===== config.mk =====
export PLATFORM = sky130hd
export DESIGN_NAME = normalizer
export DESIGN_NICKNAME = d
export VERILOG_FILES = /design/src/rtl/norm_pkg.sv /design/src/rtl/norm_lsc.sv /design/src/rtl/normalizer.sv
export SDC_FILE = /design/constraint.sdc
export NUM_CORES = 1
export LEC_CHECK = 0
export CAP_MARGIN = 25
export CELL_PAD_IN_SITES_DETAIL_PLACEMENT = 1
export CELL_PAD_IN_SITES_GLOBAL_PLACEMENT = 1
export CORE_UTILIZATION = 33
export DETAILED_ROUTE_END_ITERATION = 7
export PLACE_DENSITY = 0.74
export SETUP_SLACK_MARGIN = 0.1
export SLEW_MARGIN = 30
export SYNTH_ARGS = -nofsm -noshare
export SYNTH_HDL_FRONTEND = slang
export SYNTH_SLANG_ARGS = --single-unit
export TNS_END_PERCENT = 10

===== constraint.sdc =====
create_clock -name clk -period 2.75 [get_ports clk]
set_input_delay 0.55 -clock clk [delete_from_list [all_inputs] [get_ports clk]]
set_output_delay 0.55 -clock clk [all_outputs]
set_load 0.05 [all_outputs]

===== src/rtl/norm_pkg.sv =====
// -----------------------------------------------------------------------------
// norm_pkg
// Shared types and constants for the fixed-point normalizer.
//   NORM_WIDTH   : index of the data MSB (data words are NORM_WIDTH+1 bits)
//   norm_t       : signed two's-complement data word
//   norm_shift_t : redundant-sign count / shift amount (0..NORM_WIDTH)
// -----------------------------------------------------------------------------
package norm_pkg;

  localparam int NORM_WIDTH = 15;
  localparam int NORM_SHIFT_WIDTH = $clog2(NORM_WIDTH + 1);

  typedef logic signed [NORM_WIDTH:0]       norm_t;
  typedef logic [NORM_SHIFT_WIDTH-1:0]      norm_shift_t;

endpackage : norm_pkg


===== src/rtl/norm_lsc.sv =====
// -----------------------------------------------------------------------------
// norm_lsc
// Combinational leading-sign-bit counter. Counts how many consecutive bits
// below the sign bit are copies of the sign bit (redundant sign bits).
// Ports:
//   A   in  NORM_WIDTH+1  signed data word
//   lsc out SHW           redundant-sign count, 0..NORM_WIDTH
// -----------------------------------------------------------------------------
module norm_lsc #(
  parameter int NORM_WIDTH = norm_pkg::NORM_WIDTH,
  parameter int SHW        = $clog2(NORM_WIDTH + 1)
) (
  input  logic [NORM_WIDTH:0] A,
  output logic [SHW-1:0]      lsc
);

  // After XOR with the sign, redundant sign bits become zeros, so the count
  // is simply the number of leading zeros in the magnitude field.
  logic [NORM_WIDTH-1:0] diff;
  logic                  found;

  assign diff = A[NORM_WIDTH-1:0] ^ {NORM_WIDTH{A[NORM_WIDTH]}};

  // Priority encoder: the highest set bit of diff determines the count.
  // With no bit set (A == 0 or A == -1) every bit is redundant.
  always_comb begin
    lsc   = SHW'(NORM_WIDTH);
    found = 1'b0;
    for (int i = NORM_WIDTH - 1; i >= 0; i--) begin
      if (!found && diff[i]) begin
        lsc   = SHW'(NORM_WIDTH - 1 - i);
        found = 1'b1;
      end
    end
  end

endmodule : norm_lsc


===== src/rtl/normalizer.sv =====
// -----------------------------------------------------------------------------
// normalizer
// Single-cycle registered normalizer: shifts a signed sample left by its
// redundant-sign count so the result's sign bit differs from the next bit.
// Ports:
//   A     in  NORM_WIDTH+1  signed input sample
//   out   out NORM_WIDTH+1  normalized result, registered (1-cycle latency)
//   clk   in  1             rising-edge clock
//   reset in  1             synchronous active-high reset, clears out
// -----------------------------------------------------------------------------
module normalizer #(
  parameter int NORM_WIDTH = norm_pkg::NORM_WIDTH
) (
  input  logic [NORM_WIDTH:0] A,
  output logic [NORM_WIDTH:0] out,
  input  logic                clk,
  input  logic                reset
);

  import norm_pkg::*;

  localparam int SHW = $clog2(NORM_WIDTH + 1);

  logic [SHW-1:0]        lsc;
  logic [NORM_WIDTH:0]   stage [SHW+1];
  logic [NORM_WIDTH:0]   out_next;

  norm_lsc #(
    .NORM_WIDTH (NORM_WIDTH),
    .SHW        (SHW)
  ) u_lsc (
    .A   (A),
    .lsc (lsc)
  );

  // Logarithmic barrel shifter: stage gi conditionally shifts by 2**gi.
  // Zero fill is correct because the shift never exceeds the number of
  // redundant sign bits, so no significant bit is lost.
  assign stage[0] = A;

  for (genvar gi = 0; gi < SHW; gi++) begin : g_shift
    assign stage[gi+1] = lsc[gi] ? (stage[gi] << (2 ** gi)) : stage[gi];
  end

  assign out_next = stage[SHW];

  // Reset takes priority so an unknown A during reset never reaches out.
  always_ff @(posedge clk) begin
    if (reset) begin
      out <= '0;
    end else begin
      out <= out_next;
    end
  end

endmodule : normalizer


==> impl_results.md <==
* Status: complete, but fails checks
* Failing checks: setup timing
* Pwr Total at about 1.1 mW
* CP startpoint kind: primary input
* Setup-failing EPs final at 12
* Final worst slack at -147 ps
* GR Util All Layers at 37.4%
* Pre-antenna DRT Iters at 4
* Routed vias at roughly 2100
* Initial core utilization at 35.1%
* Global-route wire length before repair at between 10000 and 15000 um
* HPWL Detailed at ~4700 um
* H-tree levels at 1
* Yosys cell types at 50
* M1 wire length at 3430 um
* Largest stage delay, worst path at approximately 370 ps
* Power share of the combinational group at just under 60%
* CTS Root Cell: clkbuf_8
* Switching power at roughly 0.46 mW
* RSZ-0062 raised after global routing: yes
* Data arrival, critical path at roughly 3000 ps
* Syn_area_per_cell at a little over 8 um^2
* Num CTS Buffers at 3
* IO Port Bufs at 33
* Die W at around 68 um
* Seq pwr share at 23.7%
* Worst-path maximum fanout at 4
* Hold Path Class: in2reg
* # clock sinks at 16
* Die Height at ~68 um
* Antenna Nets Post-Route at 0
* Slew HR at approximately 63%
* Highest metal layer with signal wires: met4
* Ys flop type: dfxtp_1
* Synthesis Warnings at 0
* Initial drt markers at 208
* Grt ovf at 0
* Layout net count at about 300
* Clock power share at between 10% and 20%
* Ratio of cells with drive above 1 in the final layout at a little over half
* Area Overhead vs Synth at 96.5%
* Pwr per Cell Area at ~390 nW/um^2
* Post-synth EDFFs at 0
* Critical Path End Type: register
* # DRC at 0
* Routability cong. at ~0.97
* Synth Cell Area at 1450 um^2
* Vias in the first global route at between 2000 and 2500
* # Max-Cap Violations at 0
* Internal power at between 0.6 and 0.7 mW
* P_leak at 1.22 nW
* Syn Nets at between 150 and 200
* FFs w/ async S/R, synth at 0%
* Peak VDD IR at 0.000417 V
* Cells after Synth at between 150 and 200
* Hold-fix buffer count after cts at 0
* Initial antenna violation count at 1
* Clock buffer depth at 2
* Hold depth at 6
* Commonest cells after routing, fill and taps aside: buf_4 (74), nand2_1 (18), clkdlybuf4s50_1 (18), dfxtp_1 (16), a21oi_1 (14)
* CP Cell Sequence: dlygate4sd2_1 -> and3_1 -> buf_4 -> a32oi_4 -> o221ai_4 -> buf_4 -> buf_4 -> a21oi_1 -> a21oi_1 -> mux2i_2 -> mux2i_2 -> a2111oi_2
* Detailed-route wire length per cell at roughly 27 um
* Reg with most FFs: out
* Critical-path top delay cell: a2111oi_2
* Dpl ws at -798 ps
* Commonest non-fill, non-tap cell in the layout: buf_4
* Number of cell rows at 23
* Total die area at approximately 4600 um^2
* Fin crit period at 2900 ps
* Period utilization at 105%
* Core Footprint at 4120 um^2
* Post-synthesis register bit count at 16
* Fin. Hold Viols at 0
* Final WL at just over 9000 um
* Most common cell on crit path: buf_4
* CTS tree: done
* Biggest regs: out: 16 flops
* Fillcell total at 455
* Largest net degree at the start of global routing at 11
* Max-slew violation total from the final report at 0
* Reg clk slew, reported paths at roughly 70 ps
* Fmax at around 0.35 GHz
* Drt via density at around 6.3
* WL met3 at 685 um
* Switch share at 41.5%
* Sequential element share of the synthesized area at 22.2%
* Largest register FFs at 16
* I/O pin count at 34
* CP startpoint: A[7]
* Critical path required time at 2910 ps
* Worst-margin pin slew at 559 ps
* WS Path Type: in2reg
* Routed wl met2 at about 4500 um
* CP endpoint: out[14]
## worst max-delay path: cells and delay by family
| family | cells | cell delay (ps) |
|---|---|---|
| buffers and inverters | 4 | 740 |
| AOI/OAI and AO/OA | 5 | 1130 |
| and+or+nand+nor | 1 | 240 |
| muxes | 2 | 400 |
## routing by layer
layer / up-vias / track usage, %
li1: 883 / -
met1: 1050 / 41.6
met2: 133 / 65.7
met3: 57 / 10.0
met4: 0 / 16.9
met5: - / 0
## what timing repair did
| action | CTS | global route |
|---|---|---|
| endpoints found under the hold margin | 0 | 0 |
| setup endpoints to repair | 16 | 15 |
| cloned | 1 | 0 |
| gates resized for setup | 79 | 29 |
| pin swaps | 18 | 18 |
| buffers inserted | 14 | 5 |
## logic make-up after synthesis
kind of cell	share of synthesized area, %
AND/OR/NAND/NOR	25.4
AO/OA/AOI/OAI	27.3
multiplexers	18.4
flip-flops	22.2
buffers and inverters	6.75
## final cells by class
type	count	area, um^2	share of cell area, %
Inverter	1	3.75	0.132
Timing Repair Buffer	118	1030	36.4
Antenna cell	1	2.50	0.0881
Sequential cell	16	320	11.3
Clock buffer	3	41.3	1.45
Tap cell	50	62.6	2.20
Multi-Input combinational cell	148	1380	48.4
## cells in the mapped netlist, types with 2 or more instances
library cell  count  share of area [%]
a21boi_0          2                1.0
a31oi_1           4                1.7
dfxtp_1          16                 22
a21oi_1          15                5.2
mux2i_1          24                 17
nor3_1            4                1.4
buf_12            2                2.8
a2111oi_2         2                2.1
nand3b_1          2                1.0
a22oi_1           4                2.1
nor2_1           15                3.9
a21o_1            3                1.6
buf_4             2                1.0
o21ai_1           2               0.69
nand2b_1          3                1.3
a32oi_1           3                1.8
nand4_1           2               0.87
nand3_1           5                1.7
and3_1            6                2.6
o31a_1            2                1.2
and2_1            4                1.7
clkbuf_1          6                1.6
o21ai_0           2               0.69
nand2_1          20                5.2
nor2b_1           2               0.87
## worst min-delay path by stage
stage | startpoint | to | slack [ps]
floorplan | A[0] | out[8] | 700
global placement | A[0] | out[8] | 1310
detailed placement | A[0] | out[8] | 1340
CTS | A[5] | out[11] | 1000
global route | A[5] | out[11] | 1000
finish | A[5] | out[11] | 980
## stage by stage
step                      hold WS [ps]  cell area, um^2  setup TNS (ps)  cells  utilization (%)
after CTS                         1000             2660           -7.27    331             64.7
after global routing              1000             2840           -1330    337             69.0
after detailed placement          1340             2250          -10260    313             54.6
after global placement            1310             2250           -7980    313             54.6
final                              984             2840            -852    337             69.0
after floorplan                    700             1470            -233    177                -
## power groups by stage
stage	clock network [mW]	registers, mW	logic (mW)
after floorplan	0	0.355	0.183
after global placement	0	0.267	0.452
after detailed placement	0	0.269	0.469
after CTS	0.175	0.264	0.568
after global routing	0.195	0.268	0.683
final	0.187	0.265	0.667
Note: power is estimated with default switching activity, not from simulation.
